--- config.mk ---
export PLATFORM = sky130hd
export DESIGN_NAME = pixel_stacker
export DESIGN_NICKNAME = d
export VERILOG_FILES = /design/src/rtl/pixel_stacker.sv
export SDC_FILE = /design/constraint.sdc
export NUM_CORES = 1
export LEC_CHECK = 0
export BUFFER_PORTS_ARGS = -buffer_cell sky130_fd_sc_hd__buf_2
export CAP_MARGIN = 20
export CORE_UTILIZATION = 30
export DETAILED_ROUTE_END_ITERATION = 8
export PLACE_DENSITY = 0.59
export REMOVE_ABC_BUFFERS = 1
export SLEW_MARGIN = 20
export SYNTH_ARGS = -nofsm -noshare
export SYNTH_HDL_FRONTEND = slang
export SYNTH_SLANG_ARGS = --single-unit
--- constraint.sdc ---
create_clock -name clk_in -period 5.1 [get_ports clk_in]
set_input_delay 1.02 -clock clk_in [delete_from_list [all_inputs] [get_ports clk_in]]
set_output_delay 1.02 -clock clk_in [all_outputs]
set_load 0.02 [all_outputs]
--- src/rtl/pixel_stacker.sv ---
// pixel_stacker: packs a 16-bit RGB565 pixel stream (AXI-Stream style) into
// PHRASE_W-bit phrases, LSB-first. A frame-start pixel (tuser) that arrives
// mid-phrase drops the partial phrase and restarts assembly at slot 0.
// Optional build macro: STACKER_STATS_EN enables resync_count / frame_count.
module pixel_stacker #(
  parameter int unsigned PIXEL_W           = 16,
  parameter int unsigned PIXELS_PER_PHRASE = 8,
  parameter int unsigned PHRASE_W          = PIXEL_W * PIXELS_PER_PHRASE
) (
  input  logic                clk_in,
  input  logic                rst_in,
  input  logic [PIXEL_W-1:0]  pixel_tdata,
  input  logic                pixel_tuser,
  input  logic                pixel_tvalid,
  output logic                pixel_tready,
  output logic [PHRASE_W-1:0] phrase_tdata,
  output logic                phrase_tuser,
  output logic                phrase_tvalid,
  input  logic                phrase_tready,
  output logic [15:0]         resync_count,
  output logic [15:0]         frame_count
);

  localparam int unsigned CNT_W = $clog2(PIXELS_PER_PHRASE);
  localparam logic [CNT_W-1:0] LAST_IDX = CNT_W'(PIXELS_PER_PHRASE - 1);

  typedef enum logic {
    EMPTY = 1'b0,
    FULL  = 1'b1
  } out_state_t;

  out_state_t           out_state;
  out_state_t           out_state_nxt;
  logic [CNT_W-1:0]     pix_cnt;
  logic [PHRASE_W-1:0]  asm_buf;
  logic                 first_tuser;

  logic accept_c;
  logic at_last_c;
  logic restart_c;
  logic resync_c;
  logic load_c;

  // Handshake and event decode shared by the assembly, output and stats logic.
  assign at_last_c    = (pix_cnt == LAST_IDX);
  assign pixel_tready = rst_in && !(at_last_c && phrase_tvalid);
  assign accept_c     = pixel_tvalid && pixel_tready;
  assign resync_c     = accept_c && pixel_tuser && (pix_cnt != '0);
  assign restart_c    = accept_c && ((pix_cnt == '0) || pixel_tuser);
  assign load_c       = accept_c && at_last_c && !pixel_tuser;
  assign phrase_tvalid = (out_state == FULL);

  // Assembly register: slot write, resync restart, wrap on completion.
  always_ff @(posedge clk_in) begin
    if (!rst_in) begin
      pix_cnt     <= '0;
      asm_buf     <= '0;
      first_tuser <= 1'b0;
    end else if (restart_c) begin
      asm_buf     <= PHRASE_W'(pixel_tdata);
      pix_cnt     <= CNT_W'(1);
      first_tuser <= pixel_tuser;
    end else if (load_c) begin
      pix_cnt <= '0;
    end else if (accept_c) begin
      for (int k = 1; k < int'(PIXELS_PER_PHRASE); k++) begin
        if (pix_cnt == CNT_W'(k)) begin
          asm_buf[k*PIXEL_W +: PIXEL_W] <= pixel_tdata;
        end
      end
      pix_cnt <= pix_cnt + CNT_W'(1);
    end
  end

  // Output payload register: loads the completed phrase, otherwise holds.
  always_ff @(posedge clk_in) begin
    if (!rst_in) begin
      phrase_tdata <= '0;
      phrase_tuser <= 1'b0;
    end else if (load_c) begin
      phrase_tdata <= {pixel_tdata, asm_buf[PHRASE_W-PIXEL_W-1:0]};
      phrase_tuser <= first_tuser;
    end
  end

  // Output state register.
  always_ff @(posedge clk_in) begin
    if (!rst_in) begin
      out_state <= EMPTY;
    end else begin
      out_state <= out_state_nxt;
    end
  end

  // Output next-state: a fresh load keeps FULL, otherwise drain on tready.
  always_comb begin
    out_state_nxt = out_state;
    case (out_state)
      EMPTY: if (load_c) out_state_nxt = FULL;
      FULL: begin
        if (load_c) begin
          out_state_nxt = FULL;
        end else if (phrase_tready) begin
          out_state_nxt = EMPTY;
        end
      end
      default: out_state_nxt = EMPTY;
    endcase
  end

`ifdef STACKER_STATS_EN
  logic [15:0] resync_q;
  logic [15:0] frame_q;

  // Statistics: saturating resync counter, wrapping frame-phrase counter.
  always_ff @(posedge clk_in) begin
    if (!rst_in) begin
      resync_q <= '0;
      frame_q  <= '0;
    end else begin
      if (resync_c && (resync_q != 16'hFFFF)) begin
        resync_q <= resync_q + 16'd1;
      end
      if (load_c && first_tuser) begin
        frame_q <= frame_q + 16'd1;
      end
    end
  end

  assign resync_count = resync_q;
  assign frame_count  = frame_q;
`else
  assign resync_count = 16'd0;
  assign frame_count  = 16'd0;
`endif

endmodule

==> metrics <==
status completed; R2R Path End phrase_tdata[79]; kind of cell adding the most delay to the critical path adder cells; Main synth FF type dfxtp_1; WL final 23.0 mm; gr usage total 0.142; Starting Density 0.308; hold path depth 2; pwr/cell area 362 nW/um2; Layout area overhead 18.6%; Reg2Reg Setup Slack a little over 2000 ps; post-cts sizing count 0; r2r startpoint pix_cnt[0]; EDFF count, synth 0; VDD IR max between 0.0002 and 0.00025 V; Worst R2R Path Depth 6; CP max FO 11; die footprint approximately 32000 um2; RSZ-0062 raised after global routing no; CP startpoint pix_cnt[0]; first-pass GRT wire length 37.0 mm; Worst Hold Launch asm_buf[75]; Num CTS Buffers 28; Avg Cell Area, Syn 9.41 um2; via count 6751; min cycle time layout 3410 ps; logic gate share of total power 0.039; Seq/Total Area, Yosys 0.517; CP most frequent cell ha_1; worst hold path class register to register; Post-Route Utilization 0.365; largest net degree at the start of global routing 84; static leakage ~0.0043 uW; gr ovfl total 0; clock sink count 246; TritonCTS clock tree yes; critical path class register to output pin; sw frac 0.220; mapped cell area 9530 um2; layout cells sized above 1 0.199; Clk Latency, worst-skew pair between 500 and 600 ps; Synth Instances 1012; internal power 3190 uW; final net count 1147; Total Neg Setup Slack 0 ps; Initial DRC Count about 280; Crit path required time roughly 4100 ps; Post-DP Area 10400 um2; Hold Violations, Final 0; DR WL/cell 14.9 um; post-synth top area share 0.517; Longest Clk Path Bufs 3; type of origin of the critical path register; final worst path period share 0.669; Post-CTS Setup Bufs 0; gpl congestion 0.686; Max Slew Vio Count 0; Sw Pwr 901 uW; synth warn 0; CP Cell Sequence ha_1, ha_1, nand2_1, and2_1, buf_2; cts hold-fix bufs 0; Initial DRT Pass Iterations 5; post-route cell area between 10000 and 15000 um2; core area between 30000 and 40000 um2; root buf cell clkbuf_16; # H-tree levels 1; # diodes 0; actual slew at the worst max-slew pin 1060 ps; num rows 64; maxcap violations 0; main area contributors after synthesis dfxtp_1 (52%), mux2i_1 (12%), a21boi_0 (10%); FF+latch count, synth 246; Vias/cell 4.39; Fmax 0.293 GHz; I/O pin count 184; Largest stage delay, worst path 630 ps; Endpoint, Worst Hold phrase_tdata[75]; vias in the first global route 6498; Die H 180 um; Clock Skews approximately 13 ps; Post-synth ARST share 0; Worst EP arrival 2390 ps; Worst-path clk slew 60 ps; Clk pwr share 0.486; Routed Antenna Nets 0; Critical Path End Type output pin; Final setup viols 0; initial antenna violation count 0; count of input and output buffers 151; CP max stage cell ha_1; die width roughly 180 um; DRC viols 0; pre-CTS setup slack 1330 ps; slew margin rel. 0.290; sequential power share 0.475; setup ws final 1690 ps; Synth area leader dfxtp_1; Worst Path Buf+Inv 1; synth unique cells 32; post-DP HPWL 13.6 mm
==> cells in the mapped netlist, drive strengths merged (2+ instances only) <==
cell type	instances
a2111oi	5
a21boi	130
nand2b	2
ha	6
nand2	261
clkbuf	34
mux2i	113
inv	5
nor2b	17
buf	81
and2	2
a21oi	3
dfxtp	246
nor2	97
==> metrics by stage <==
stage,instances,power [uW],hold WS [ps]
after detailed placement,1486,2150,456
after global routing,1538,4260,474
after CTS,1538,4160,459
after global placement,1485,2150,448
final,1538,4090,457
after floorplan,928,2080,440
==> tightest hold or removal path: cells and delay by family, from the launching register on <==
family / cells / cell delay, ps
flip-flops: 1 / 310
AO/OA/AOI/OAI: 1 / 60
AND/OR/NAND/NOR: 1 / 50
==> layout make-up <==
| class | instances | area (um2) |
|---|---|---|
| Timing Repair Buffer | 162 | 841 |
| Multi-Input combinational cell | 677 | 4080 |
| Fill cell | 3151 | 19600 |
| Clock inverter | 7 | 70.1 |
| Clock buffer | 45 | 866 |
| Sequential cell | 246 | 4920 |
| Tap cell | 396 | 495 |
| Inverter | 5 | 18.8 |
==> how the worst max path moves through the flow <==
stage / end / slack, ps / cells after the start
after global placement: asm_buf[41] / 1320 / 6
after global routing: pixel_tready / 1550 / 5
final: pixel_tready / 1690 / 5
after detailed placement: phrase_tdata[30] / 1330 / 6
after CTS: pixel_tready / 1660 / 5
after floorplan: pix_cnt[2] / -1710 / 3
==> power by group through the flow <==
stage / clock network [uW] / logic (uW) / registers (uW)
6_report: 1990 / 159 / 1940
5_1_grt: 2140 / 174 / 1940
4_1_cts: 2060 / 163 / 1940
3_5_place_dp: 0 / 163 / 1990
3_3_place_gp: 0 / 161 / 1980
2_1_floorplan: 0 / 92.0 / 1980
==> registers in the layout (all words and copies together), names as in the netlist <==
name / cells
asm_buf: 112
first_tuser: 1
phrase_tdata: 128
phrase_tuser: 1
phrase_tvalid: 1
pix_cnt: 3
==> metal layers <==
layer  vias up  GRT usage  share of wire
met5         -          0              0
met4         0     0.0311          0.014
met3        25     0.0285          0.052
met2       141      0.234           0.45
met1      3149      0.190           0.48
li1       3436          -              -
==> cells in the final DEF, fill, tap and decap left out, types with 2 or more instances in the layout <==
cell type	instances
nand2_1	259
dfxtp_1	246
buf_2	150
a21boi_0	130
mux2i_1	113
nor2_1	87
conb_1	32
clkbuf_16	29
nor2b_1	17
buf_4	12
nor2_2	10
clkbuf_1	8
clkbuf_8	8
ha_1	6
inv_1	5
a2111oi_4	4
clkinvlp_4	4
and2_1	2
nand2_4	2
nand2b_1	2
a21oi_4	2
clkinv_2	2
==> cell families after synthesis <==
| family | after synthesis | share of synthesized area |
|---|---|---|
| AND/OR/NAND/NOR | 384 | 0.163 |
| flip-flops | 246 | 0.517 |
| other | 1 | 0.000394 |
| adder cells (fa/ha/maj) | 6 | 0.00788 |
| buffers and inverters | 120 | 0.0724 |
| multiplexers | 113 | 0.119 |
| AO/OA/AOI/OAI | 142 | 0.121 |
(Power assumes the default switching activity.)
